--- src/rtl/fpga_sbox_pkg.sv ---
// Shared definitions for the four-sided FPGA switch box.
//   - Side codes used in the low three bits of every routing entry.
//   - Loader FSM state encoding.
//   - Helpers deriving entry width, pin count and serial image length.
package fpga_sbox_pkg;

  localparam logic [2:0] SIDE_OFF    = 3'd0;
  localparam logic [2:0] SIDE_TOP    = 3'd1;
  localparam logic [2:0] SIDE_RIGHT  = 3'd2;
  localparam logic [2:0] SIDE_BOTTOM = 3'd3;
  localparam logic [2:0] SIDE_LEFT   = 3'd4;

  typedef enum logic [1:0] {
    StIdle = 2'd0,
    StLoad = 2'd1,
    StFull = 2'd2
  } cfg_state_e;

  // Entry = 3-bit side code followed by the source index field.
  function automatic int unsigned entry_width(input int unsigned idx_w);
    return 3 + idx_w;
  endfunction

  function automatic int unsigned pin_count(input int unsigned tb_w, input int unsigned lr_w);
    return 2 * tb_w + 2 * lr_w;
  endfunction

  function automatic int unsigned image_len(input int unsigned tb_w, input int unsigned lr_w,
                                            input int unsigned idx_w);
    return pin_count(tb_w, lr_w) * entry_width(idx_w);
  endfunction

endpackage

--- src/rtl/sbox_pin_mux.sv ---
// One output pin of the switch box.
//   entry_i              : routing entry {source index, side code}
//   top_i / bottom_i     : top/bottom side pad inputs (TB_W)
//   left_i / right_i     : left/right side pad inputs (LR_W)
//   out_o / oe_o         : routed value and drive enable
//   invalid_o            : entry names a reserved side code or an out-of-range index
// IDX_W must be wide enough to address every pin of the wider side.
module sbox_pin_mux
  import fpga_sbox_pkg::*;
#(
  parameter int unsigned TB_W  = 5,
  parameter int unsigned LR_W  = 4,
  parameter int unsigned IDX_W = 3
) (
  input  logic [IDX_W+2:0] entry_i,
  input  logic [TB_W-1:0]  top_i,
  input  logic [TB_W-1:0]  bottom_i,
  input  logic [LR_W-1:0]  left_i,
  input  logic [LR_W-1:0]  right_i,
  output logic             out_o,
  output logic             oe_o,
  output logic             invalid_o
);

  logic [2:0]       side;
  logic [IDX_W-1:0] idx;

  assign side = entry_i[2:0];
  assign idx  = entry_i[IDX_W+2:3];

  logic tb_ok, lr_ok;
  logic top_bit, bottom_bit, left_bit, right_bit;

  // Index decode per side width; an index with no matching pin leaves *_ok low.
  always_comb begin
    tb_ok      = 1'b0;
    top_bit    = 1'b0;
    bottom_bit = 1'b0;
    for (int j = 0; j < int'(TB_W); j++) begin
      if (idx == IDX_W'(j)) begin
        tb_ok      = 1'b1;
        top_bit    = top_i[j];
        bottom_bit = bottom_i[j];
      end
    end
  end

  always_comb begin
    lr_ok     = 1'b0;
    left_bit  = 1'b0;
    right_bit = 1'b0;
    for (int j = 0; j < int'(LR_W); j++) begin
      if (idx == IDX_W'(j)) begin
        lr_ok     = 1'b1;
        left_bit  = left_i[j];
        right_bit = right_i[j];
      end
    end
  end

  always_comb begin
    out_o     = 1'b0;
    oe_o      = 1'b0;
    invalid_o = 1'b0;
    case (side)
      SIDE_OFF: ;
      SIDE_TOP: begin
        if (tb_ok) begin
          out_o = top_bit;
          oe_o  = 1'b1;
        end else begin
          invalid_o = 1'b1;
        end
      end
      SIDE_RIGHT: begin
        if (lr_ok) begin
          out_o = right_bit;
          oe_o  = 1'b1;
        end else begin
          invalid_o = 1'b1;
        end
      end
      SIDE_BOTTOM: begin
        if (tb_ok) begin
          out_o = bottom_bit;
          oe_o  = 1'b1;
        end else begin
          invalid_o = 1'b1;
        end
      end
      SIDE_LEFT: begin
        if (lr_ok) begin
          out_o = left_bit;
          oe_o  = 1'b1;
        end else begin
          invalid_o = 1'b1;
        end
      end
      default: invalid_o = 1'b1;
    endcase
  end

endmodule

--- src/rtl/fpga_switch_box.sv ---
// Four-sided routing switch box with serially loaded, atomically committed configuration.
//   clk, rst_n                     : fabric clock, asynchronous active-low reset
//   top_in/bottom_in (TB_W)        : pad inputs, top and bottom sides
//   left_in/right_in (LR_W)        : pad inputs, left and right sides
//   <side>_out, <side>_oe          : routed value and drive enable per output pin
//   cfg_data, cfg_valid, cfg_ready : serial shadow-chain load handshake
//   cfg_full                       : shadow chain holds a complete image
//   cfg_commit                     : copy shadow to active (honoured only when full)
//   cfg_abort                      : discard a partial or unconfirmed load
//   cfg_err                        : last committed image contained an invalid entry
module fpga_switch_box
  import fpga_sbox_pkg::*;
#(
  parameter int unsigned TB_W    = 5,
  parameter int unsigned LR_W    = 4,
  parameter int unsigned IDX_W   = 3,
  parameter int unsigned REG_OUT = 0
) (
  input  logic            clk,
  input  logic            rst_n,
  input  logic [TB_W-1:0] top_in,
  input  logic [TB_W-1:0] bottom_in,
  input  logic [LR_W-1:0] left_in,
  input  logic [LR_W-1:0] right_in,
  output logic [TB_W-1:0] top_out,
  output logic [TB_W-1:0] top_oe,
  output logic [TB_W-1:0] bottom_out,
  output logic [TB_W-1:0] bottom_oe,
  output logic [LR_W-1:0] left_out,
  output logic [LR_W-1:0] left_oe,
  output logic [LR_W-1:0] right_out,
  output logic [LR_W-1:0] right_oe,
  input  logic            cfg_data,
  input  logic            cfg_valid,
  output logic            cfg_ready,
  output logic            cfg_full,
  input  logic            cfg_commit,
  input  logic            cfg_abort,
  output logic            cfg_err
);

  localparam int unsigned EntryW   = entry_width(IDX_W);
  localparam int unsigned NumPins  = pin_count(TB_W, LR_W);
  localparam int unsigned ImageLen = image_len(TB_W, LR_W, IDX_W);
  localparam int unsigned CntW     = $clog2(ImageLen + 1);

  // Pin numbering inside the image: top, bottom, left, right.
  localparam int unsigned BotLo   = TB_W;
  localparam int unsigned LeftLo  = 2 * TB_W;
  localparam int unsigned RightLo = 2 * TB_W + LR_W;

  cfg_state_e          state_q, state_d;
  logic [CntW-1:0]     cnt_q, cnt_d;
  logic [ImageLen-1:0] shadow_q, shadow_d;
  logic [ImageLen-1:0] active_q, active_d;
  logic                accept;

  assign cfg_ready = (state_q != StFull);
  assign cfg_full  = (state_q == StFull);
  // Abort suppresses a coincident bit so a discarded load never leaves a stray shift.
  assign accept    = cfg_valid & cfg_ready & ~cfg_abort;

  always_comb begin
    state_d  = state_q;
    cnt_d    = cnt_q;
    shadow_d = shadow_q;
    active_d = active_q;

    // New bits enter at the MSB so the first streamed bit lands at bit 0.
    if (accept) begin
      shadow_d = {cfg_data, shadow_q[ImageLen-1:1]};
    end

    case (state_q)
      StIdle: begin
        if (accept) begin
          cnt_d   = CntW'(1);
          state_d = StLoad;
        end
      end
      StLoad: begin
        if (cfg_abort) begin
          cnt_d   = '0;
          state_d = StIdle;
        end else if (accept) begin
          cnt_d = cnt_q + CntW'(1);
          if (cnt_q == CntW'(ImageLen - 1)) begin
            state_d = StFull;
          end
        end
      end
      StFull: begin
        if (cfg_abort) begin
          cnt_d   = '0;
          state_d = StIdle;
        end else if (cfg_commit) begin
          active_d = shadow_q;
          cnt_d    = '0;
          state_d  = StIdle;
        end
      end
      default: begin
        cnt_d   = '0;
        state_d = StIdle;
      end
    endcase
  end

  always_ff @(posedge clk or negedge rst_n) begin
    if (!rst_n) begin
      state_q  <= StIdle;
      cnt_q    <= '0;
      shadow_q <= '0;
      active_q <= '0;
    end else begin
      state_q  <= state_d;
      cnt_q    <= cnt_d;
      shadow_q <= shadow_d;
      active_q <= active_d;
    end
  end

  logic [NumPins-1:0] pin_out, pin_oe, pin_bad;

  for (genvar k = 0; k < int'(NumPins); k++) begin : g_pin
    sbox_pin_mux #(
      .TB_W (TB_W),
      .LR_W (LR_W),
      .IDX_W(IDX_W)
    ) u_mux (
      .entry_i  (active_q[k*EntryW +: EntryW]),
      .top_i    (top_in),
      .bottom_i (bottom_in),
      .left_i   (left_in),
      .right_i  (right_in),
      .out_o    (pin_out[k]),
      .oe_o     (pin_oe[k]),
      .invalid_o(pin_bad[k])
    );
  end

  // Derived from the active image, so it changes exactly on the commit edge.
  assign cfg_err = |pin_bad;

  logic [NumPins-1:0] drv_out, drv_oe;

  if (REG_OUT != 0) begin : g_reg_out
    logic [NumPins-1:0] out_q, oe_q;

    always_ff @(posedge clk or negedge rst_n) begin
      if (!rst_n) begin
        out_q <= '0;
        oe_q  <= '0;
      end else begin
        out_q <= pin_out;
        oe_q  <= pin_oe;
      end
    end

    assign drv_out = out_q;
    assign drv_oe  = oe_q;
  end else begin : g_comb_out
    assign drv_out = pin_out;
    assign drv_oe  = pin_oe;
  end

  assign top_out    = drv_out[TB_W-1:0];
  assign top_oe     = drv_oe[TB_W-1:0];
  assign bottom_out = drv_out[BotLo +: TB_W];
  assign bottom_oe  = drv_oe[BotLo +: TB_W];
  assign left_out   = drv_out[LeftLo +: LR_W];
  assign left_oe    = drv_oe[LeftLo +: LR_W];
  assign right_out  = drv_out[RightLo +: LR_W];
  assign right_oe   = drv_oe[RightLo +: LR_W];

endmodule

--- config.mk ---
export PLATFORM = sky130hd
export DESIGN_NAME = fpga_switch_box
export DESIGN_NICKNAME = d
export VERILOG_FILES = /design/src/rtl/fpga_sbox_pkg.sv /design/src/rtl/sbox_pin_mux.sv /design/src/rtl/fpga_switch_box.sv
export SDC_FILE = /design/constraint.sdc
export NUM_CORES = 1
export LEC_CHECK = 0
export CAP_MARGIN = 25
export CORE_MARGIN = 2
export CORE_UTILIZATION = 40
export CTS_CLUSTER_SIZE = 16
export DETAILED_ROUTE_END_ITERATION = 8
export HOLD_SLACK_MARGIN = 0.05
export PLACE_DENSITY_LB_ADDON = 0.25
export SETUP_SLACK_MARGIN = 0.1
export SLEW_MARGIN = 20
export SYNTH_ARGS = -nofsm -noshare
export SYNTH_HDL_FRONTEND = slang
export SYNTH_SLANG_ARGS = --single-unit
--- constraint.sdc ---
create_clock -name clk -period 7.5 [get_ports clk]
set_input_delay 2.25 -clock clk [delete_from_list [all_inputs] [get_ports clk]]
set_output_delay 2.25 -clock clk [all_outputs]
set_load 0.02 [all_outputs]
==> reports/qor.txt <==
SYNTHESIS
--------------------------------------------------------------------------------------
Post-synth EDFFs ........................................................            0
Primary flip-flop cell chosen by synthesis mapping ...................... sky130_fd_sc_hd__dfrtp_1
Synth Register Bits .....................................................          225
Number of distinct standard cells referenced by the synthesized netlist .           65
Synthesized area per cell ...............................................    11.5 um^2
Number of cells produced by synthesis ...................................         1141
Post-synthesis cell area ................................................  0.0131 mm^2
Area contributors post-synth ............................................ sky130_fd_sc_hd__dfrtp_1 (43%), sky130_fd_sc_hd__mux2_2 (16%), sky130_fd_sc_hd__mux4_2 (11%), sky130_fd_sc_hd__o21ai_0 (2.8%), sky130_fd_sc_hd__mux2_4 (2.3%)
Total nets after synthesis ..............................................         1166
Post-synthesis cell type with the largest combined area ................. sky130_fd_sc_hd__dfrtp_1
Share of flip-flops with an asynchronous set or reset ...................         100%
Number of warnings issued by yosys ......................................            0
Proportion of synthesized chip area in sequential cells .................        42.8%
Synth top area share ....................................................        42.8%

GLOBAL ROUTING
--------------------------------------------------------------------------------------
Met2 Use GR .............................................................        29.3%
Maximum number of pins on one net before global-route repair ............          127
Met3 track demand over resource .........................................        3.26%
Number of global-route vias before repair ...............................         8863
Overflow left after global routing ......................................            0
Gr usage total ..........................................................        19.4%
GR peak layer ...........................................................         met2
First-pass GRT wire length ..............................................     52100 um
Initial antenna violation count .........................................            1
Met1 track demand over resource in global routing .......................        28.3%

WORST SETUP PATH
--------------------------------------------------------------------------------------
Crit path required time .................................................      5250 ps
Number of cell instances on the worst register-to-register path .........            5
Launching element type of the critical path .............................   input port
Crit Reg-Reg Endpoint ................................................... shadow_q[32]$_DFFE_PN0P_
Register-to-register setup slack ........................................      4790 ps
Crit-path max FO ........................................................           10
CP arrival ..............................................................      4830 ps
Crit. End Element .......................................................  output port
R2r startpoint .......................................................... state_q[0]$_DFFE_PN0P_
Crit path kind .......................................................... input port to output port

POWER AND IR DROP
--------------------------------------------------------------------------------------
Power density over the cells ............................................  205 mW/mm^2
Leakage power ...........................................................      6.37 nW
Reg power frac ..........................................................        42.9%
Switching power of the nets .............................................   0.000738 W
Internal portion of total power .........................................    0.00231 W
Peak supply drop ........................................................     0.142 mV
Clock network power share ...............................................        47.3%
Combinational cell fraction of total power ..............................         9.9%
Sw Ratio ................................................................        24.2%

OUTCOME
--------------------------------------------------------------------------------------
Outcome .................................................................    completed

FLOORPLAN
--------------------------------------------------------------------------------------
Core Box Area ...........................................................  0.0325 mm^2
Overall die height ......................................................       185 um
Die Area ................................................................  0.0343 mm^2
Total number of placement rows ..........................................           66
Starting density of the core ............................................        40.5%
Count of pins on the block boundary .....................................           63
Width of the chip .......................................................       185 um

LAYOUT
--------------------------------------------------------------------------------------
End-of-flow core utilization ............................................        45.8%
Most common cell after layout, fill and taps aside ...................... sky130_fd_sc_hd__dfrtp_1
Leading cell types in the layout, fill and taps excluded ................ sky130_fd_sc_hd__dfrtp_1 (225), sky130_fd_sc_hd__mux2_2 (185), sky130_fd_sc_hd__o21ai_0 (74)
Number of nets in the final layout ......................................         1148
Fraction of layout cells with a size suffix above 1 .....................        31.8%
Finished Cell Area ......................................................  0.0149 mm^2
Area growth from synthesis to final layout ..............................        13.2%

CLOCKING
--------------------------------------------------------------------------------------
Clock transition at the registers of the reported paths .................        60 ps
Number of hold-repair buffers added at the cts stage ....................            0
Deepest clock path buffer count .........................................            3
TritonCTS clock tree ....................................................        built
Clk sink count ..........................................................          225
Post-CTS Repair Setup Buffers ...........................................            0
CTS root buf ............................................................ sky130_fd_sc_hd__clkbuf_16
CTS H-tree lvls .........................................................            1
Clock network latency to the later pin of the worst-skew pair ...........       540 ps
# resized after CTS .....................................................            0
CTS Buf Count ...........................................................           26

MIN PATH
--------------------------------------------------------------------------------------
Hold-critical path endpoint ............................................. active_q[86]$_DFFE_PN0P_
Worst min path class .................................................... register to register
Worst Hold Path Cells ...................................................            2
Start point of the worst min-delay path ................................. shadow_q[86]$_DFFE_PN0P_

ROUTING
--------------------------------------------------------------------------------------
DRC violation count after routing .......................................            0
Remaining number of nets flagged by the antenna check after routing .....            0
Iteration count of the initial detailed-routing pass ....................            8
Via/cell ratio ..........................................................         5.81
Aggregate routed wire length ............................................     32700 um
Routed wire length per instance .........................................      20.6 um
Vias post-DR ............................................................         9206
Initial detailed-routing violation count ................................          716

STA
--------------------------------------------------------------------------------------
Post-route clock period utilization .....................................        94.3%
Total count of max-transition violations in the final report ............            0
Post-route worst setup slack ............................................       425 ps
Setup repair after global routing missed its margin .....................        false
Min Clock Period, post-route ............................................      7080 ps
Post-route setup TNS ....................................................         0 ps
Endpoints failing hold ..................................................            0
Number of endpoints failing setup at the final stage ....................            0
Worst hold slack ........................................................       503 ps
Slew at the pin with the worst max-slew slack ...........................       824 ps
Normalized max-slew margin ..............................................        45.0%
Worst Skew ..............................................................      11.5 ps
Fmax ....................................................................      141 MHz

JOB
--------------------------------------------------------------------------------------
Total of max-cap violations .............................................            0

PLACED DESIGN
--------------------------------------------------------------------------------------
DP Worst Slack ..........................................................       466 ps
Count of input and output buffers .......................................           62
Last weighted congestion value of the routability-driven placer .........        0.825
HPWL after detailed placement ...........................................     21600 um
Post-DP Area ............................................................  0.0139 mm^2

## worst max path at each step
| stage | start | endpoint | slack, ps | cells past startpoint |
|---|---|---|---|---|
| finish | right_in[1] | left_out[0] | 420 | 7 |
| global route | right_in[1] | left_out[0] | 380 | 7 |
| CTS | right_in[1] | right_out[1] | 430 | 6 |
| detailed placement | right_in[1] | left_out[0] | 470 | 7 |
| global placement | right_in[1] | left_out[0] | 440 | 7 |
| floorplan | bottom_in[3] | top_out[3] | 1780 | 6 |
## layer usage
| layer | vias to the layer above | wire [um] |
|---|---|---|
| li1 | 4168 | - |
| met1 | 4670 | 15100 |
| met2 | 293 | 14500 |
| met3 | 75 | 1790 |
| met4 | 0 | 1230 |
| met5 | - | 0 |
## cells by family after synthesis
family / Yosys count / synth area share, %
compound gates: 206 / 9.95
xor+xnor: 10 / 0.667
flops: 225 / 42.8
mux: 283 / 30.0
fa+ha+maj: 1 / 0.0952
simple gates: 249 / 10.3
buf+inv: 167 / 6.21
## critical path, cell delays in order
cell	delay (ps)
sky130_fd_sc_hd__clkdlybuf4s50_1	730
sky130_fd_sc_hd__mux4_2	600
sky130_fd_sc_hd__o21ai_0	220
sky130_fd_sc_hd__a211oi_1	80
sky130_fd_sc_hd__a31oi_1	160
sky130_fd_sc_hd__o221ai_1	190
sky130_fd_sc_hd__clkdlybuf4s50_1	590
## power by group through the flow
stage	combinational [W]	sequential [W]	clock, W
after floorplan	0.000198	0.00131	0
after global placement	0.000297	0.00133	0
after detailed placement	0.000302	0.00133	0
after CTS	0.000303	0.00131	0.00147
after global routing	0.000324	0.00131	0.00152
final	0.000301	0.00131	0.00144
## metrics by stage
| stage | instances | power (W) |
|---|---|---|
| final | 1585 | 0.00305 |
| after global routing | 1585 | 0.00316 |
| after detailed placement | 1537 | 0.00163 |
| after global placement | 1536 | 0.00162 |
| after floorplan | 1141 | 0.00151 |
| after CTS | 1584 | 0.00308 |
## layout make-up
class,count,area [um^2]
Clock inverter,16,256
Clock buffer,31,721
Multi-Input combinational cell,749,6710
Sequential cell,225,5630
Timing Repair Buffer,98,922
Fill cell,2961,17600
Tap cell,442,553
Inverter,23,86.3
Antenna cell,1,2.50
## flip-flops by register name, summed over array words and instances (netlist names)
| signal | count |
|---|---|
| active_q | 108 |
| cnt_q | 7 |
| state_q | 2 |
| shadow_q | 108 |
## cell usage after synthesis, types with 22 or more instances
library cell and instances:
sky130_fd_sc_hd__inv_1 22, sky130_fd_sc_hd__nand2b_1 22, sky130_fd_sc_hd__buf_2 23, sky130_fd_sc_hd__nor2_1 63, sky130_fd_sc_hd__dfrtp_1 225, sky130_fd_sc_hd__nand2_1 41, sky130_fd_sc_hd__o21ai_0 74, sky130_fd_sc_hd__nand3_1 22
sky130_fd_sc_hd__a21oi_1 32, sky130_fd_sc_hd__buf_4 36, sky130_fd_sc_hd__mux2_2 185, sky130_fd_sc_hd__clkbuf_1 78, sky130_fd_sc_hd__mux4_2 62
Note: power is estimated with default switching activity, not from simulation.
